<file path="config.mk">
export PLATFORM = sky130hd
export DESIGN_NAME = step_sequencer
export DESIGN_NICKNAME = d
export VERILOG_FILES = /design/src/rtl/lenia_pkg.sv /design/src/rtl/step_sequencer_edge_sync.sv /design/src/rtl/step_sequencer.sv
export SDC_FILE = /design/constraint.sdc
export NUM_CORES = 1
export LEC_CHECK = 0
export CORE_MARGIN = 3
export CORE_UTILIZATION = 25
export CTS_CLUSTER_SIZE = 40
export DETAILED_ROUTE_END_ITERATION = 10
export PLACE_DENSITY = 0.45
export RECOVER_POWER = 100
export SYNTH_ARGS = -nofsm -noshare
export SYNTH_HDL_FRONTEND = slang
export SYNTH_SLANG_ARGS = --single-unit
</file>
<file path="constraint.sdc">
create_clock -name i_clk -period 1.85 [get_ports i_clk]
set_input_delay 0.185 -clock i_clk [delete_from_list [all_inputs] [get_ports i_clk]]
set_output_delay 0.185 -clock i_clk [all_outputs]
set_load 0.05 [all_outputs]
</file>
<file path="src/rtl/lenia_pkg.sv">
// Shared types and default constants for the Lenia control path.
package lenia_pkg;

    // Generation sequencer states.
    typedef enum logic [1:0] {
        ST_IDLE  = 2'd0,
        ST_START = 2'd1,
        ST_WAIT  = 2'd2
    } state_t;

    localparam int SYNC_STAGES_DEF = 2;
    localparam int GEN_W_DEF       = 16;

endpackage

</file>
<file path="src/rtl/step_sequencer_edge_sync.sv">
// Synchronises an asynchronous level and emits a registered one-cycle
// pulse on each rising edge of it.
module edge_sync #(
    parameter int STAGES = 2
) (
    input  logic i_clk,
    input  logic i_rst,
    input  logic i_d,
    output logic o_rise
);

    logic [STAGES-1:0] sync_q;
    logic              prev_q;

    // Synchroniser chain, previous-sample flop and registered rise pulse.
    always_ff @(posedge i_clk) begin
        if (i_rst) begin
            // NOTE: the chain and previous sample reset to 1 so that a level
            // held either high or low through reset never looks like a rise;
            // all state here uses non-blocking assignment so every flop
            // samples the pre-edge value of its neighbour.
            sync_q <= '1;
            prev_q <= 1'b1;
            o_rise <= 1'b0;
        end else begin
            sync_q <= {sync_q[STAGES-2:0], i_d};
            prev_q <= sync_q[STAGES-1];
            o_rise <= sync_q[STAGES-1] & ~prev_q;
        end
    end

endmodule

</file>
<file path="src/rtl/step_sequencer.sv">
// Turns slow-clock ticks and single-step requests into start/done
// handshakes with the Lenia core, counting completed generations and
// flagging ticks dropped while a generation is still in flight.
module step_sequencer
    import lenia_pkg::*;
#(
    parameter int SYNC_STAGES = SYNC_STAGES_DEF,
    parameter int GEN_W       = GEN_W_DEF
) (
    input  logic             i_clk,
    input  logic             i_rst,
    input  logic             i_slow_clk,
    input  logic             i_run,
    input  logic             i_step,
    input  logic             i_done,
    input  logic             i_clr_ovr,
    output logic             o_tick,
    output logic             o_start,
    output logic             o_busy,
    output logic [GEN_W-1:0] o_gen,
    output logic             o_overrun
);

    state_t state;
    logic   step_pending;
    logic   trigger;
    logic   run_tick;

    edge_sync #(
        .STAGES (SYNC_STAGES)
    ) u_edge_sync (
        .i_clk  (i_clk),
        .i_rst  (i_rst),
        .i_d    (i_slow_clk),
        .o_rise (o_tick)
    );

    assign run_tick = o_tick & i_run;
    // A tick, a fresh step and a parked step all collapse into one launch.
    assign trigger  = run_tick | i_step | step_pending;
    assign o_busy   = (state != ST_IDLE);

    // Generation FSM with pending-step flag, generation counter and overrun flag.
    always_ff @(posedge i_clk) begin
        if (i_rst) begin
            state        <= ST_IDLE;
            step_pending <= 1'b0;
            o_start      <= 1'b0;
            o_gen        <= '0;
            o_overrun    <= 1'b0;
        end else begin
            o_start <= 1'b0;

            // Park one step request that arrives mid-generation.
            if (state != ST_IDLE && i_step) begin
                step_pending <= 1'b1;
            end

            // A free-run tick while busy is dropped and flagged; set beats clear.
            if (run_tick && state != ST_IDLE) begin
                o_overrun <= 1'b1;
            end else if (i_clr_ovr) begin
                o_overrun <= 1'b0;
            end

            case (state)
                ST_IDLE: begin
                    if (trigger) begin
                        state        <= ST_START;
                        o_start      <= 1'b1;
                        step_pending <= 1'b0;
                    end
                end
                ST_START: begin
                    state <= ST_WAIT;
                end
                ST_WAIT: begin
                    if (i_done) begin
                        state <= ST_IDLE;
                        o_gen <= o_gen + GEN_W'(1);
                    end
                end
                default: begin
                    state <= ST_IDLE;
                end
            endcase
        end
    end

endmodule

</file>
### Yosys cells after proc, flatten, opt, wreduce, memory -nomap -nowiden

Index checks and enable logic that the tools add are counted.
W data, S select, Z words.

* word-level logic and storage cells: 36
* bits of input ports: 7
* output and inout bits: 20
* bits in registers: 25

* add/subtract/negate cells: 1
* reductions and logical operators: 8
* bitwise gates (word level): 6
* muxes and demuxes: 9
* equality and inequality tests: 4

Operators by type and width (number)
* $add A16 B1 Y16 const B: 1
* $mux W1: 6
* $pmux W2 S3: 1
* $mux W2: 2
* $ne A2 B2 Y1 const B: 2
* $reduce_and A2 Y1: 2
* $reduce_bool A2 Y1: 2
* $and A1 B1 Y1: 2
* $eq A2 B1 Y1 const B: 1
* $eq A2 B2 Y1 const B: 1
* $logic_and A1 B1 Y1: 2
* $logic_not A2 Y1: 1
* $not A1 Y1: 2
* $or A1 B1 Y1: 2
* $reduce_or A2 Y1: 1

### Logic depth before layout (Yosys ltp)

Gate-level depths: netlist of the first run.

* depth in word-level cells: 5
* gate-level depth with buffers: 5

### By module

Synthesis of the first run repeated with hierarchy kept, for this count alone.

* cells, all modules: 110
* area total of the unflattened synthesis: 1056.0 µm²

By module, submodules not included
* step_sequencer: cells an instance 102, area an instance 949.7 µm², instances 1, seq. area each 420.4 µm²
* edge_sync: cells an instance 8, area an instance 106.4 µm², instances 1, seq. area each 80.1 µm²

### Worst setup path after synthesis of the first run

No wires, ideal clock.

* kind: flip-flop to flip-flop
* from: register o_gen[3]
* to: register o_gen[15]
* path slack: -0.059 ns
* stages on the path, launching flop included: 5
* arrival: 1.840 ns
* path buffers: 0
* library setup time: 0.070 ns
* cell sequence: dfxtp_1 > and4_4 > nand4_4 > or4_1 > a21oi_1

* word-level cells in the longest chain between the ends: 1

Ends and longest elaborated chain
* from (decl): line step_sequencer.sv:20 `output logic [GEN_W-1:0] o_gen,`
* from (signal assigned): line step_sequencer.sv:80 `o_gen <= o_gen + GEN_W'(1);`
* $add A16 B1 Y16: line step_sequencer.sv:80

No other way between the ends.
A chain may end at the register's enable or synchronous reset.

### Worst setup path after layout of the first run

* from: register o_gen[6]
* to: output o_gen[6]

No word-level cell between the ends.

==> results.json, run 1 <==
{
  "status": "finished, final reports clean",
  "worstHoldPathCells": 1,
  "initial_core_util": 0.270,
  "muxShareOfSynthArea": 0.0193,
  "fin_hold_ws_ns": 0.392,
  "syn-num-nets": 117,
  "grt_max_degree": 26,
  "worst-path-stages": 1,
  "reg2reg_depth": 4,
  "r2r-start": "o_gen[6]$_SDFFE_PP0P_",
  "path_max_fanout": 4,
  "synth.area.top_cells": "dfxtp_1 (48%), nor2_1 (5.4%), xor2_1 (5.1%)",
  "grt_pass1_wl_mm": 3.91,
  "synth_xor_area_frac": 0.0846,
  "dp_hpwl_mm": 1.61,
  "avgSynthCellArea_um2": 9.49,
  "globalplace.congestion": 0.728,
  "finalCritPeriodShare": 0.951,
  "cts_made_buffers": 3,
  "met2_usage": 0.150,
  "place.port_buffers": 26,
  "grt_pass1_vias": 831,
  "synth_top_family_by_area": "simple AND/OR/NAND/NOR gates",
  "die_x_um": 70.3,
  "syn_area_mm2": 0.00103,
  "nets": 148,
  "drc": 0,
  "area_delta_synth_final_pct": 33.3,
  "ir_worst_vdd_v": 0.000344,
  "grtUsageMet1": 0.123,
  "synthAdderAreaFrac": 0.0121,
  "power.leakage_nw": 0.526,
  "coreArea_mm2": 0.00383,
  "finalCriticalPeriod_ns": 1.76,
  "yosysWarnings": 0,
  "critPathLaunch": "o_gen[6]$_SDFFE_PP0P_",
  "viasPerCell": 4.61,
  "cp.required_ns": 1.66,
  "nFillCells": 404,
  "antenna_found_initial": 0,
  "clkSinkCount": 25,
  "yosysTopAreaCell": "dfxtp_1",
  "cp_cell_sequence": "dlygate4sd3_1",
  "dr.pass1.iters": 2,
  "tightest_slew_ns": 1.08,
  "antenna_cells": 0,
  "hold_buffers": 0,
  "wl_per_cell_um": 11.4,
  "clock_skew_ns": 0.00330,
  "synthFlopType": "dfxtp_1",
  "maxSlewHeadroom": 0.281,
  "synth_compound_area_frac": 0.0713,
  "hold_viol": 0,
  "first_iter_violations": 30,
  "htreeDepth": 1,
  "place_area_mm2": 0.00136,
  "postLayoutCoreUtil": 0.360,
  "clockBufferDepth": 2,
  "grt-busiest-layer": "met2",
  "pin_count": 27,
  "max_freq_mhz": 568,
  "dr_total_vias": 863,
  "use_met3": 0.0374,
  "grt_remaining_overflow": 0,
  "rsz0062_at_grt": "no",
  "cpPeakStageDelay_ns": 0.90,
  "clk_pin_slew_ns": 0.08,
  "die_h_um": 70.3,
  "synthArstFlopShare": 0,
  "cts_root_buffer": "clkbuf_8",
  "ys_ff_latch": 25,
  "cp_top_family": "buffers and inverters",
  "hold_start": "u_edge_sync.prev_q$_SDFF_PP1_",
  "synthSimpleGateAreaFrac": 0.304,
  "synth_cell_types": 33,
  "synth-edff-count": 0,
  "cp-end-kind": "output port",
  "drt-total-wl_mm": 2.14,
  "yosysTopAreaCellShare": 0.484,
  "hp-class": "reg -> reg",
  "critPathSlowestCell": "dlygate4sd3_1",
  "antenna_left": 0,
  "worstHoldEndpoint": "u_edge_sync.o_rise$_SDFF_PP0_",
  "rr_endpoint": "o_gen[15]$_SDFFE_PP0P_",
  "syn-instance-count": 109,
  "setup_viol": 0,
  "cp.buffers_inverters": 1,
  "arrival_ns": 1.57,
  "cts_tree": "yes",
  "drive_gt1_frac": 0.137,
  "power_density_mw_per_mm2": 690,
  "dieArea_mm2": 0.00495,
  "grt_use_total": 0.0980,
  "drv_cap": 0,
  "yosysSeqAreaShare": 0.484,
  "worstSetupPathType": "reg -> out",
  "num_rows": 22,
  "ff2ff_setup_slack_ns": 0.19,
  "drv_slew": 0,
  "fin_setup_tns_ns": 0,
  "clk_latency_ns": 0.27,
  "stdcell_area_mm2": 0.00138,
  "start_kind": "flop"
}
[cells in the final DEF (no fill, tap or decap), drive strengths merged, types with 4 or more instances in the layout]
master and count:
dfxtp 25, dlygate4sd3 18, nor2 15, nand2 7, clkbuf 7, xor2 6, o21ai 5, a21oi 5
clkdlybuf4s50 5, nand3 5, or2 4, xnor2 4, nor3 4, nand4 4, or3 4
[where the power goes]
group          leakage, nW  internal (mW)  switching (mW)
Combinational        0.295         0.0294          0.0438
Sequential           0.205          0.548         0.00758
Clock               0.0255          0.151           0.172
[what timing repair did]
| action | 4_1_cts | 5_1_grt |
|---|---|---|
| setup endpoints to repair | 1 | 0 |
| resized for setup | 1 | 0 |
| endpoints found under the hold margin | 0 | 0 |
| buffers inserted | 0 | 0 |
[worst max-delay path by stage]
stage                             end
4_1_cts                     o_gen[11]
6_report                     o_gen[6]
3_3_place_gp   o_gen[15]$_SDFFE_PP0P_
5_1_grt                      o_gen[6]
2_1_floorplan  o_gen[15]$_SDFFE_PP0P_
3_5_place_dp   o_gen[15]$_SDFFE_PP0P_
[cell usage after synthesis (all sizes together), types with 4 or more instances]
| library cell | instances |
|---|---|
| dfxtp | 25 |
| nor2 | 15 |
| nand2 | 7 |
| xor2 | 6 |
| a21oi | 5 |
| nand3 | 5 |
| o21ai | 5 |
| nand4 | 4 |
| nor3 | 4 |
| or2 | 4 |
| or3 | 4 |
| xnor2 | 4 |
[sequential cells by signal, indices dropped and copies added (netlist names)]
| name | count |
|---|---|
| o_start | 1 |
| o_overrun | 1 |
| u_edge_sync.o_rise | 1 |
| o_gen | 16 |
| u_edge_sync.sync_q | 2 |
| step_pending | 1 |
| state | 2 |
| u_edge_sync.prev_q | 1 |
[kinds of logic after synthesis]
group	after synthesis
compound gates	13
buf+inv	5
simple gates	53
mux	2
xor+xnor	10
flops	25
fa+ha+maj	1
[metal layers]
layer  vias up  routed length (µm)
met3         5                 115
met1       396                1030
met2        15                 957
li1        447                   -
met4         0                  34
met5         -                   0
[per-stage QoR]
step                      total power [mW]  cells  setup slack (ns)
after global placement               0.648    183             0.114
final                                0.951    187            0.0908
after detailed placement             0.648    183            0.0837
after global routing                  1.01    187            0.0481
after CTS                            0.977    187             0.110
after floorplan                      0.615    109           0.00778
[area by class of cell]
class | count | area (µm²) | share of cell area
Sequential cell | 25 | 507 | 0.368
Clock inverter | 1 | 5.00 | 0.00363
Multi-Input combinational cell | 79 | 493 | 0.358
Clock buffer | 3 | 41.3 | 0.0299
Timing Repair Buffer | 30 | 269 | 0.195
Tap cell | 48 | 60.1 | 0.0436
Inverter | 1 | 3.75 | 0.00272
[worst register-to-register path, cell delays in order, from the launching register on]
cell     delay, ns
dfxtp_1       0.41
and4_4        0.28
nand4_1       0.20
or4_1         0.55
a21oi_1       0.14
No activity file was read; power rests on OpenSTA's default activity.
==> run 2, diff against run 1 <==
==> constraint.sdc (replaced) <==
create_clock -name i_clk -period 1.8 [get_ports i_clk]
set_input_delay 0.18 -clock i_clk [delete_from_list [all_inputs] [get_ports i_clk]]
set_output_delay 0.18 -clock i_clk [all_outputs]
set_load 0.05 [all_outputs]
==> run 2 against run 1 <==
Effect of this change: combinational power rose by 7.5%; non-clock buffer count rose by 2; design area rose by 1.4%; clock-buffer cell count unchanged; wire length up 3.5%.
==> results.json, run 2 (synthesized netlist as in run 1, its figures left out) <==
{
  "rsz0062_at_grt": "no",
  "status": "finished, final reports clean",
  "hold_viol": 0,
  "top_register": "o_gen",
  "reg2reg_depth": 4,
  "drt-total-wl_mm": 2.21,
  "cp_cell_sequence": "dlygate4sd3_1",
  "cp_top_family": "buffers and inverters",
  "dr.pass1.iters": 4,
  "cpPeakStageDelay_ns": 0.89,
  "grt_use_total": 0.0969,
  "initial_core_util": 0.270,
  "cp.buffers_inverters": 1,
  "largest_reg_flops": 16,
  "place.port_buffers": 26,
  "clockBufferDepth": 2,
  "coreArea_mm2": 0.00383,
  "finalCriticalPeriod_ns": 1.71,
  "worstHoldEndpoint": "u_edge_sync.o_rise$_SDFF_PP0_",
  "hold_buffers": 0,
  "cp.required_ns": 1.62,
  "top_regs": "o_gen: 16 flops, state: 2 flops, u_edge_sync.sync_q: 2 flops",
  "pin_count": 27,
  "start_kind": "flop",
  "wl_per_cell_um": 11.7,
  "clock_skew_ns": 0.00259,
  "worstHoldPathCells": 1,
  "mostFrequentLayoutCells": "dfxtp_1 (16), nor2_1 (15), dlygate4sd3_1 (13)",
  "seq_area_um2": 512,
  "die_h_um": 70.3,
  "first_iter_violations": 19,
  "antenna_found_initial": 0,
  "drive_gt1_frac": 0.170,
  "rr_endpoint": "o_gen[15]$_SDFFE_PP0P_",
  "htreeDepth": 1,
  "clk_pin_slew_ns": 0.09,
  "r2r-start": "o_gen[3]$_SDFFE_PP0P_",
  "hp-class": "reg -> reg",
  "globalplace.congestion": 0.791,
  "post_cts_buffers": 0,
  "worstSetupPathType": "reg -> out",
  "ctsResizeCount": 1,
  "grt_max_degree": 23,
  "finalCritPeriodShare": 0.951,
  "cts_root_buffer": "clkbuf_8",
  "dieArea_mm2": 0.00495,
  "critPathLaunch": "o_gen[12]$_SDFFE_PP0P_",
  "clk_latency_ns": 0.27,
  "hold_start": "u_edge_sync.prev_q$_SDFF_PP1_",
  "critPathSlowestCell": "dlygate4sd3_1",
  "tightest_slew_ns": 0.930,
  "drc": 0,
  "dp_hpwl_mm": 1.70,
  "multi_input_area_um2": 493,
  "area_delta_synth_final_pct": 35.1,
  "antenna_cells": 0,
  "drv_cap": 0,
  "nFillCells": 385,
  "grt_pass1_vias": 850,
  "num_rows": 22,
  "fin_setup_tns_ns": 0,
  "power_density_mw_per_mm2": 704,
  "cp-end-kind": "output port",
  "drv_slew": 0,
  "cts_made_buffers": 3,
  "viasPerCell": 4.53,
  "arrival_ns": 1.53,
  "antenna_left": 0,
  "setup_viol": 0,
  "dr_total_vias": 857,
  "max_freq_mhz": 584,
  "power.total_mw": 0.983,
  "power.leakage_nw": 0.516,
  "grt_pass1_wl_mm": 3.91,
  "clkSinkCount": 25,
  "mostFrequentLayoutCell": "dfxtp_1",
  "maxSlewHeadroom": 0.380,
  "ff2ff_setup_slack_ns": 0.14,
  "cts_tree": "yes",
  "grt_remaining_overflow": 0,
  "die_x_um": 70.3,
  "nets": 150,
  "path_max_fanout": 4,
  "ir_worst_vdd_v": 0.000575
}
-- run 2: cell count changes in the layout (fill, tap and decap cells not counted) --
cell,change
clkdlybuf4s50_1,+5
dlygate4sd3_1,-5
dfxtp_1,-4
dfxtp_2,+4
buf_4,+1
clkbuf_1,+1
clkinv_2,-1
clkinvlp_4,+1
-- run 2: layer usage --
metal	global-route usage	vias to the layer above	routed length [µm]
li1	-	449	-
met1	0.116	394	1010
met2	0.162	12	1090
met3	0.0360	2	88
met4	0.0255	0	19
met5	0	-	0
-- run 2: worst max-delay path by stage --
stage | slack (ns) | endpoint | cells after the start
floorplan | 0.08 | o_gen[14]$_SDFFE_PP0P_ | 4
global placement | 0.1 | o_gen[12]$_SDFFE_PP0P_ | 6
detailed placement | 0.04 | o_gen[12]$_SDFFE_PP0P_ | 6
CTS | 0.08 | o_gen[11] | 1
global route | 0.04 | o_gen[12] | 1
finish | 0.09 | o_gen[12] | 1
-- run 2: through the flow --
stage / hold slack, ns / setup slack, ns / cell area [µm²] / utilization / instances
5_1_grt: 0.414 / 0.0379 / 1400 / 0.365 / 189
2_1_floorplan: 0.256 / 0.0780 / 1050 / - / 109
6_report: 0.402 / 0.0886 / 1400 / 0.365 / 189
3_3_place_gp: 0.391 / 0.0963 / 1380 / 0.362 / 185
3_5_place_dp: 0.378 / 0.0411 / 1380 / 0.362 / 185
4_1_cts: 0.404 / 0.0773 / 1430 / 0.374 / 189
-- run 2: final cells by class --
class,instances,area share
sequential,25,0.366
multi-input combinational,79,0.353
timing repair buffer,32,0.201
tap,48,0.0430
clock buffer,3,0.0295
clock inverter,1,0.00537
inverter,1,0.00269
-- run 2: power breakdown --
group | internal (mW) | total [mW] | switching, mW
Clock | 0.157 | 0.335 | 0.179
Combinational | 0.0320 | 0.0787 | 0.0467
Sequential | 0.563 | 0.569 | 0.00631
Total | 0.752 | 0.983 | 0.232
==> run 3, diff against run 2 <==
--- a/config.mk
+++ b/config.mk
@@ -7,8 +7,10 @@
 export LEC_CHECK = 0
 export CORE_MARGIN = 3
 export CORE_UTILIZATION = 25
+export CTS_CLUSTER_DIAMETER = 40
 export CTS_CLUSTER_SIZE = 40
 export DETAILED_ROUTE_END_ITERATION = 10
+export MAX_ROUTING_LAYER = met4
 export PLACE_DENSITY = 0.45
 export RECOVER_POWER = 100
 export SYNTH_ARGS = -nofsm -noshare
==> results of run 3 <==
Same layout as run 2: the final DEF is identical, and so are final timing and power.
Main changes from that run: final weighted congestion in routability-driven placement 0.791 -> 0.802; overall routing resource usage 0.0969 -> 0.0996
